[config.mk]
export PLATFORM = sky130hd
export DESIGN_NAME = player_scheduler
export DESIGN_NICKNAME = d
export VERILOG_FILES = /design/src/rtl/player_scheduler_pkg.sv /design/src/rtl/player_slot.sv /design/src/rtl/player_scheduler.sv
export SDC_FILE = /design/constraint.sdc
export NUM_CORES = 1
export LEC_CHECK = 0
export ABC_AREA = 1
export CAP_MARGIN = 30
export CORE_ASPECT_RATIO = 0.6
export CORE_MARGIN = 2
export CORE_UTILIZATION = 40
export CTS_BUF_LIST = sky130_fd_sc_hd__clkbuf_16
export DETAILED_ROUTE_END_ITERATION = 12
export PLACE_DENSITY_LB_ADDON = 0.08
export SYNTH_ARGS = -nofsm -noshare
export SYNTH_HDL_FRONTEND = slang
export SYNTH_HIERARCHICAL = 1
export SYNTH_SLANG_ARGS = --single-unit
[constraint.sdc]
create_clock -name clk -period 1.8 [get_ports clk]
set_input_delay 0.18 -clock clk [delete_from_list [all_inputs] [get_ports clk]]
set_output_delay 0.18 -clock clk [all_outputs]
set_load 0.05 [all_outputs]
[src/rtl/player_scheduler_pkg.sv]
// rtl/player_scheduler_pkg.sv - shared constants and types for the player scheduler
package player_scheduler_pkg;

    localparam int ACTIVE_WIDTH_DEFAULT = 160;
    localparam int NEAR_SPACING_DEFAULT = 16;
    localparam int MED_SPACING_DEFAULT  = 32;

    localparam logic [2:0] ADDR_P0_GRP  = 3'd0;
    localparam logic [2:0] ADDR_P0_HPOS = 3'd1;
    localparam logic [2:0] ADDR_P0_CTRL = 3'd2;
    localparam logic [2:0] ADDR_P1_GRP  = 3'd3;
    localparam logic [2:0] ADDR_P1_HPOS = 3'd4;
    localparam logic [2:0] ADDR_P1_CTRL = 3'd5;
    localparam logic [2:0] ADDR_CLRCOL  = 3'd6;

    // CTRL field positions; bits [7:5] are not stored
    localparam int CTRL_WIDTH_LSB   = 0;
    localparam int CTRL_WIDTH_MSB   = 1;
    localparam int CTRL_COPIES_LSB  = 2;
    localparam int CTRL_COPIES_MSB  = 3;
    localparam int CTRL_REFLECT_BIT = 4;
    localparam int CTRL_BITS        = 5;

    localparam logic [1:0] COPIES_ONE        = 2'd0;
    localparam logic [1:0] COPIES_TWO_NEAR   = 2'd1;
    localparam logic [1:0] COPIES_TWO_MED    = 2'd2;
    localparam logic [1:0] COPIES_THREE_NEAR = 2'd3;

    typedef enum logic {
        LINE_IDLE   = 1'b0,
        LINE_ACTIVE = 1'b1
    } line_state_t;

endpackage

[src/rtl/player_slot.sv]
// rtl/player_slot.sv - working/shadow registers and copy strobe generation for one player
module player_slot
    import player_scheduler_pkg::*;
#(
    parameter int ACTIVE_WIDTH = ACTIVE_WIDTH_DEFAULT,
    parameter int NEAR_SPACING = NEAR_SPACING_DEFAULT,
    parameter int MED_SPACING  = MED_SPACING_DEFAULT
) (
    input  logic       clk,
    input  logic       reset,
    input  logic       line_start,
    input  logic       grp_we,
    input  logic       hpos_we,
    input  logic       ctrl_we,
    input  logic [7:0] wr_data,
    input  logic       match_en,
    input  logic [7:0] x,
    output logic       strobe,
    output logic [7:0] data,
    output logic [1:0] width,
    output logic       direction
);

    // 9-bit target arithmetic so HPOS + 2*NEAR never wraps back into the visible range
    localparam logic [8:0] NEAR9  = 9'(NEAR_SPACING);
    localparam logic [8:0] MED9   = 9'(MED_SPACING);
    localparam logic [8:0] LIMIT9 = 9'(ACTIVE_WIDTH);

    logic [7:0]           grp_w, hpos_w, grp_s, hpos_s;
    logic [CTRL_BITS-1:0] ctrl_w, ctrl_s;
    logic [1:0]           copies;
    logic [8:0]           x9, t0, t1, t2;
    logic                 hit0, hit1, hit2, hit;

    // Working regs take CPU writes; shadows reload at line start, preferring a same-cycle write
    always_ff @(posedge clk) begin
        if (reset) begin
            grp_w  <= '0;
            hpos_w <= '0;
            ctrl_w <= '0;
            grp_s  <= '0;
            hpos_s <= '0;
            ctrl_s <= '0;
            strobe <= 1'b0;
        end else begin
            if (grp_we)  grp_w  <= wr_data;
            if (hpos_we) hpos_w <= wr_data;
            if (ctrl_we) ctrl_w <= wr_data[CTRL_BITS-1:0];
            if (line_start) begin
                grp_s  <= grp_we  ? wr_data : grp_w;
                hpos_s <= hpos_we ? wr_data : hpos_w;
                ctrl_s <= ctrl_we ? wr_data[CTRL_BITS-1:0] : ctrl_w;
            end
            strobe <= hit;
        end
    end

    // Per-copy targets; any copy landing at or beyond the line end is dropped
    always_comb begin
        copies = ctrl_s[CTRL_COPIES_MSB:CTRL_COPIES_LSB];
        x9     = {1'b0, x};
        t0     = {1'b0, hpos_s};
        t1     = t0 + ((copies == COPIES_TWO_MED) ? MED9 : NEAR9);
        t2     = t0 + (NEAR9 << 1);
        hit0   = (t0 == x9) && (t0 < LIMIT9);
        hit1   = (copies != COPIES_ONE) && (t1 == x9) && (t1 < LIMIT9);
        hit2   = (copies == COPIES_THREE_NEAR) && (t2 == x9) && (t2 < LIMIT9);
        hit    = match_en && (hit0 || hit1 || hit2);
    end

    assign data      = grp_s;
    assign width     = ctrl_s[CTRL_WIDTH_MSB:CTRL_WIDTH_LSB];
    assign direction = ctrl_s[CTRL_REFLECT_BIT];

endmodule

[src/rtl/player_scheduler.sv]
// rtl/player_scheduler.sv - scanline x counter, register decode and collision latch for two players
module player_scheduler
    import player_scheduler_pkg::*;
#(
    parameter int ACTIVE_WIDTH = ACTIVE_WIDTH_DEFAULT,
    parameter int NEAR_SPACING = NEAR_SPACING_DEFAULT,
    parameter int MED_SPACING  = MED_SPACING_DEFAULT
) (
    input  logic       clk,
    input  logic       reset,
    input  logic       line_start,
    input  logic       pixel_tick,
    input  logic [2:0] reg_addr,
    input  logic [7:0] reg_data,
    input  logic       reg_write,
    input  logic       p0_value,
    input  logic       p1_value,
    output logic       p0_strobe,
    output logic [7:0] p0_data,
    output logic [1:0] p0_width,
    output logic       p0_direction,
    output logic       p1_strobe,
    output logic [7:0] p1_data,
    output logic [1:0] p1_width,
    output logic       p1_direction,
    output logic       collision
);

    localparam logic [7:0] X_LAST = 8'(ACTIVE_WIDTH - 1);

    line_state_t state, state_next;
    logic [7:0]  x, x_next;
    logic        match_en;
    logic        clr_col;

    // Line state and pixel counter
    always_ff @(posedge clk) begin
        if (reset) begin
            state <= LINE_IDLE;
            x     <= '0;
        end else begin
            state <= state_next;
            x     <= x_next;
        end
    end

    // line_start always restarts the line; ticks only advance x while active
    always_comb begin
        state_next = state;
        x_next     = x;
        if (line_start) begin
            state_next = LINE_ACTIVE;
            x_next     = '0;
        end else if (state == LINE_ACTIVE && pixel_tick) begin
            if (x == X_LAST) begin
                state_next = LINE_IDLE;
                x_next     = '0;
            end else begin
                x_next = x + 8'd1;
            end
        end
    end

    assign match_en = pixel_tick && (state == LINE_ACTIVE) && !line_start;
    assign clr_col  = reg_write && (reg_addr == ADDR_CLRCOL);

    // Sticky overlap flag; a new overlap beats a same-cycle clear
    always_ff @(posedge clk) begin
        if (reset)                    collision <= 1'b0;
        else if (p0_value && p1_value) collision <= 1'b1;
        else if (clr_col)             collision <= 1'b0;
    end

    player_slot #(
        .ACTIVE_WIDTH (ACTIVE_WIDTH),
        .NEAR_SPACING (NEAR_SPACING),
        .MED_SPACING  (MED_SPACING)
    ) u_p0 (
        .clk        (clk),
        .reset      (reset),
        .line_start (line_start),
        .grp_we     (reg_write && (reg_addr == ADDR_P0_GRP)),
        .hpos_we    (reg_write && (reg_addr == ADDR_P0_HPOS)),
        .ctrl_we    (reg_write && (reg_addr == ADDR_P0_CTRL)),
        .wr_data    (reg_data),
        .match_en   (match_en),
        .x          (x),
        .strobe     (p0_strobe),
        .data       (p0_data),
        .width      (p0_width),
        .direction  (p0_direction)
    );

    player_slot #(
        .ACTIVE_WIDTH (ACTIVE_WIDTH),
        .NEAR_SPACING (NEAR_SPACING),
        .MED_SPACING  (MED_SPACING)
    ) u_p1 (
        .clk        (clk),
        .reset      (reset),
        .line_start (line_start),
        .grp_we     (reg_write && (reg_addr == ADDR_P1_GRP)),
        .hpos_we    (reg_write && (reg_addr == ADDR_P1_HPOS)),
        .ctrl_we    (reg_write && (reg_addr == ADDR_P1_CTRL)),
        .wr_data    (reg_data),
        .match_en   (match_en),
        .x          (x),
        .strobe     (p1_strobe),
        .data       (p1_data),
        .width      (p1_width),
        .direction  (p1_direction)
    );

endmodule

==> flow_summary_export.csv, run 1 <==
group,metric,value,unit
outcome,status,"complete, but fails checks",
outcome,violations,"setup timing",
placed_design,dp_cells,855,
synthesis,yosys.area.top_type_share,0.4176,
sta,skew,0.005416,ns
synthesis,syn-num-nets,698,
clocking,cts_tree,"built",
power_and_ir_drop,leakage,2.659,nW
synthesis,synth_area_leaders,"dfxtp_1 (42%), nand2_1 (13%), nor2_1 (9.2%)",
final_layout,antenna_cells,0,
die,ios,43,
sta,finalSetupViolations,1,
sta,max_slew_margin,0.6566,
synthesis,yosysWarningCount,6,
final_layout,finalNonFillerCells,873,
clocking,clock_sinks,96,
power_and_ir_drop,power.density,863.2,nW/um^2
final_layout,fin_nets,751,
setup_path,reg2reg_depth,12,
worst_hold_path,min_path_cells,2,
synthesis,ys_types,30,
setup_path,worstReg2RegEnd,"u_p1/strobe",
placed_design,io_buffers,42,
drt,route.detailed.drc,0,
drt,drt-total-wl,10.35,mm
global_routing,antenna_found_initial,0,
die,core_area,11260,sq um
die,rows,30,
sta,period_share,1.042,
global_routing,grt_max_degree,43,
synthesis,yosysTopAreaCell,"dfxtp_1",
sta,rsz0062_at_grt,"yes",
clocking,clockBufferDepth,2,
final_layout,syn2layout_area_growth,21.18,%
sta,tns,-0.07533,ns
synthesis,avgSynthCellArea,6.858,sq um
clocking,numCtsBuffers,9,
clocking,clk_pin_slew,0.07,ns
setup_path,reg2reg_from,"u_p1/ctrl_s[3]",
setup_path,endpoint_kind,"flip-flop",
flow_run,cap_violations,0,
global_routing,grt_pass1_wl,18.01,mm
global_routing,grt_pass1_vias,3898,
synthesis,ys_ff_latch,96,
die,fp.dieW,142.5,microns
setup_path,arrival,2.15,ns
die,start_util,0.4087,
sta,clock.fmax,533.2,MHz
sta,tightest_slew,0.5135,ns
final_layout,drive_above_1_share,0.1084,
clocking,htree_levels,3,
synthesis,synth_area,4602,sq um
setup_path,worstSetupPathType,"flip-flop to flip-flop",
drt,via_per_inst,4.702,
die,die-area,12410,sq um
worst_hold_path,hold_start,"reset",
drt,detail-route-antenna-nets,0,
drt,drtIter0Drc,205,
power_and_ir_drop,fin_total_pwr,4.813,mW
drt,dr.pass1.iters,5,
global_routing,grt_usage,0.1816,
sta,fin_ws,-0.07533,ns
synthesis,ys_seq_area_frac,0.4176,
setup_path,start_kind,"flip-flop",
placed_design,place.gp.congestion,0.8785,
sta,final_hold_viol_count,0,
clocking,ctsRootBufferMaster,"clkbuf_16",
clocking,clk_latency,0.34,ns
clocking,cts_hold_buf,0,
setup_path,r2r_slack,-0.08,ns
setup_path,required,2.08,ns
setup_path,critical_path.max_fanout,3,
global_routing,grt-ovfl-total,0,
sta,slew_violations,0,
power_and_ir_drop,peakVddDrop,0.4915,mV
placed_design,dp_hpwl,7.681,mm
die,die_h,87.09,microns
drt,num_vias,4105,
sta,min_period,1.875,ns
worst_hold_path,holdCritPathClass,"input port to flip-flop",
drt,wl_per_cell,11.86,microns
worst_hold_path,holdPathEnd,"state",
synthesis,syn_inst,671,
[worst max path at each step]
stage / from / to / cells after the start
final: u_p1/ctrl_s[3] / u_p1/strobe / 12
after global routing: u_p1/ctrl_s[3] / u_p1/strobe / 11
after CTS: u_p1/ctrl_s[3] / u_p1/strobe / 11
after detailed placement: u_p1/ctrl_s[3] / u_p1/strobe / 11
after global placement: u_p1/ctrl_s[3] / u_p1/strobe / 12
after floorplan: u_p1/ctrl_s[3] / u_p1/strobe / 12
[Yosys cell counts, drive strengths merged]
cell / instances
nand4: 2
o21ai: 51
and2: 1
a211oi: 2
inv: 113
nand3: 23
xor2: 1
a21oi: 27
clkbuf: 1
ha: 7
nand2: 167
nor2: 116
buf: 27
dfxtp: 96
xnor2: 2
nor3: 4
o22ai: 2
fa: 2
a211o: 27
[area by class of cell]
| class | instances | area (sq um) |
|---|---|---|
| multi-input cells | 434 | 2142 |
| inverters | 113 | 424.2 |
| clock buffers | 9 | 225.2 |
| fillers | 1129 | 5684 |
| flip-flops and latches | 96 | 1924 |
| well taps | 144 | 180.2 |
| clock inverters | 7 | 60.06 |
| repair buffers | 70 | 620.6 |
[power by group]
part | internal [mW] | switching (mW) | total (mW)
Combinational | 0.272 | 0.434 | 0.706
Sequential | 2.22 | 0.0498 | 2.27
Clock | 0.965 | 0.876 | 1.84
[per-stage QoR]
stage	area, sq um	utilization	setup WS, ns	hold slack [ns]
after detailed placement	5249	0.4661	-0.08864	0.4577
after floorplan	4624	-	-0.002259	0.2491
after global routing	5577	0.4952	-0.2191	0.1217
after global placement	5249	0.4661	-0.04571	0.4502
after CTS	5559	0.4937	-0.07175	0.09905
final	5577	0.4952	-0.07533	0.1055
[registers in the layout, summed over array words and instances, names as in the netlist]
| signal | flops |
|---|---|
| u_p0/data | 8 |
| u_p0/grp_w | 8 |
| u_p0/hpos_s | 8 |
| u_p0/hpos_w | 8 |
| u_p1/data | 8 |
| u_p1/grp_w | 8 |
| u_p1/hpos_s | 8 |
| u_p1/hpos_w | 8 |
| x | 8 |
| u_p0/ctrl_s | 5 |
| u_p0/ctrl_w | 5 |
| u_p1/ctrl_s | 5 |
| u_p1/ctrl_w | 5 |
| collision | 1 |
| state | 1 |
| u_p0/strobe | 1 |
| u_p1/strobe | 1 |
[metal layers]
| metal | wire length (microns) | up-vias | global-route usage |
|---|---|---|---|
| li1 | - | 2183 | - |
| met4 | 97 | 0 | 0.04230 |
| met3 | 358 | 10 | 0.03738 |
| met1 | 5548 | 1853 | 0.2583 |
| met2 | 4349 | 59 | 0.2845 |
| met5 | 0 | - | 0 |
[cell usage in the layout, fill, tap and decap left out, drive strengths merged, types with 3 or more instances in the layout]
master,synthesis,routed
a211o,27,27
buf,27,30
o21ai,51,51
nand3,23,23
dfxtp,96,96
clkbuf,1,9
nand2,167,167
clkinv,0,3
nor2,116,116
clkdlybuf4s50,0,40
ha,7,7
a21oi,27,27
nor3,4,4
inv,113,117
[cell families after synthesis]
group	Yosys count	synth area share
AO/OA/AOI/OAI	109	0.1455
adder cells (fa/ha/maj)	9	0.02773
flip-flops	96	0.4176
buffers and inverters	141	0.1272
XOR/XNOR	3	0.005711
AND/OR/NAND/NOR	313	0.2762
[critical path: stages, from the launching register on]
cell,delay (ns)
dfxtp_2,0.33
inv_2,0.05
nor2_4,0.09
inv_2,0.05
ha_4,0.16
fa_1,0.49
inv_1,0.07
nand2_1,0.07
a21oi_2,0.14
nand2_1,0.07
nor2_1,0.10
nand3_1,0.09
a21oi_2,0.11
[repair_timing]
| action | CTS | global route |
|---|---|---|
| endpoints found under the setup margin | 2 | 2 |
| pin swaps | 13 | 9 |
| setup buffers | 2 | 0 |
| resized for setup | 2 | 4 |
Power figures use the tool's default switching activity.
==> run 2, diff against run 1 <==
--- a/config.mk
+++ b/config.mk
@@ -12,7 +12,7 @@
 export CORE_UTILIZATION = 40
 export CTS_BUF_LIST = sky130_fd_sc_hd__clkbuf_16
 export DETAILED_ROUTE_END_ITERATION = 12
-export PLACE_DENSITY_LB_ADDON = 0.08
+export PLACE_DENSITY = 0.62
 export SYNTH_ARGS = -nofsm -noshare
 export SYNTH_HDL_FRONTEND = slang
 export SYNTH_HIERARCHICAL = 1
==> flow_summary_export.csv, run 2 (synthesis gave the netlist of run 1 again) <==
group,metric,value,unit
clocking,ctsRootBufferMaster,"clkbuf_16",
outcome,violations,"setup timing",
sta,max_slew_margin,0.6104,
final_layout,utilization,0.4996,
sta,rsz0062_at_grt,"yes",
die,start_util,0.4087,
global_routing,grt_pass1_wl,17.75,mm
setup_path,endpoint_kind,"flip-flop",
die,ios,43,
final_layout,fin_area,5625,sq um
sta,finalSetupViolations,2,
setup_path,critPathMaxStageDelay,0.57,ns
drt,drtIter0Drc,238,
die,fp.dieW,142.5,microns
final_layout,fin_nets,757,
clocking,clk_latency,0.35,ns
setup_path,reg2reg_depth,11,
die,die-area,12410,sq um
sta,min_period,1.910,ns
drt,wl_per_cell,11.84,microns
clocking,clk_pin_slew,0.07,ns
final_layout,layout_common_cells,"nand2_1 (159), nor2_1 (111), inv_1 (106)",
sta,fin_ws,-0.1102,ns
die,core_area,11260,sq um
setup_path,crit_family,"adder cells",
power_and_ir_drop,seqPwrFrac,0.468,
setup_path,critical_path.max_fanout,3,
drt,via_per_inst,4.733,
power_and_ir_drop,sw_frac_of_total,0.2833,
setup_path,slowest_stage,"fa_2",
placed_design,dp_cells,854,
worst_hold_path,min_path_cells,2,
placed_design,place.gp.congestion,0.8864,
sta,tightest_slew,0.5844,ns
worst_hold_path,holdCritPathClass,"input port to flip-flop",
setup_path,arrival,2.20,ns
final_layout,antenna_cells,0,
power_and_ir_drop,p_clk_frac,0.383,
flow_run,cap_violations,0,
die,rows,30,
placed_design,io_buffers,42,
die,die_h,87.09,microns
setup_path,required,2.09,ns
drt,drt-total-wl,10.40,mm
setup_path,path_buf_inv,2,
drt,num_vias,4160,
clocking,numCtsBuffers,9,
sta,final_hold_viol_count,0,
power_and_ir_drop,leakage,2.689,nW
sta,slew_violations,0,
clocking,clockBufferDepth,2,
placed_design,pre_cts_slack,-0.1261,ns
sta,period_share,1.061,
setup_path,worstSetupPathType,"flip-flop to flip-flop",
drt,dr.pass1.iters,5,
final_layout,syn2layout_area_growth,22.24,%
global_routing,grt_pass1_vias,3902,
power_and_ir_drop,power.density,860.1,nW/um^2
clocking,clock_sinks,96,
drt,detail-route-antenna-nets,0,
final_layout,drive_above_1_share,0.1170,
final_layout,fill_cells,1090,
drt,route.detailed.drc,0,
global_routing,grt_max_degree,45,
sta,skew,0.004800,ns
power_and_ir_drop,switching_power,1.371,mW
power_and_ir_drop,comb_power_share,0.149,
sta,clock.fmax,523.5,MHz
setup_path,start_kind,"flip-flop",
placed_design,dp_hpwl,7.567,mm
global_routing,grt_usage,0.1783,
final_layout,finalNonFillerCells,879,
setup_path,path_cells,"inv_2 -> nor2_4 -> inv_2 -> ha_4 -> fa_2 -> nand2_2 -> a21oi_2 -> nand2_1 -> nor2_1 -> nand3_1 -> a21oi_2",
placed_design,postPlaceCellArea,5254,sq um
power_and_ir_drop,p_int,3.468,mW
global_routing,grt-ovfl-total,0,
clocking,htree_levels,3,
global_routing,antenna_found_initial,0,
final_layout,final_common_cell,"nand2_1",
power_and_ir_drop,peakVddDrop,0.5461,mV
outcome,status,"complete, but fails checks",
clocking,cts_tree,"built",
setup_path,worstSetupPathDepth,11,
-- run 2: timing repair --
action,CTS,global route
gates resized for setup,0,6
endpoints found under the setup margin,2,2
pin swaps,15,8
endpoints found under the hold margin,0,0
hold buffers,0,0
buffers inserted,6,3
-- run 2: area by class of cell --
class / count / area [sq um] / share of cell area
clock inverters: 7 / 60.06 / 0.01068
flip-flops and latches: 96 / 1924 / 0.3421
inverters: 113 / 424.2 / 0.07540
repair buffers: 76 / 678.2 / 0.1206
clock buffers: 9 / 225.2 / 0.04004
multi-input cells: 434 / 2133 / 0.3792
well taps: 144 / 180.2 / 0.03203
-- run 2: through the flow --
stage / hold WS (ns) / power [mW] / setup TNS [ns]
after detailed placement: 0.4465 / 3.008 / -0.2007
final: 0.08656 / 4.839 / -0.1620
after CTS: 0.07912 / 4.886 / -0.1333
after global routing: 0.08973 / 5.067 / -0.4611
after global placement: 0.4460 / 2.993 / -0.06116
after floorplan: 0.2491 / 2.792 / -0.002259
-- run 2: layer usage --
metal	routed length [microns]	GRT usage
met2	4588	0.2872
met1	5367	0.2426
met5	0	0
met3	381	0.04618
met4	66	0.03960
-- run 2: power groups by stage --
stage | combinational [mW] | clock, mW | sequential, mW
after floorplan | 0.393 | 0 | 2.40
after global placement | 0.681 | 0 | 2.31
after detailed placement | 0.693 | 0 | 2.31
after CTS | 0.706 | 1.92 | 2.26
after global routing | 0.804 | 1.99 | 2.28
final | 0.721 | 1.85 | 2.27
-- run 2: worst paths after layout --
check,start,to,slack [ns]
setup / recovery,u_p1/ctrl_s[3],u_p1/strobe,-0.11
hold / removal,reset,collision,0.09
setup reg to reg,u_p1/ctrl_s[3],u_p1/strobe,-0.11
hold reg to reg,collision,collision,0.47
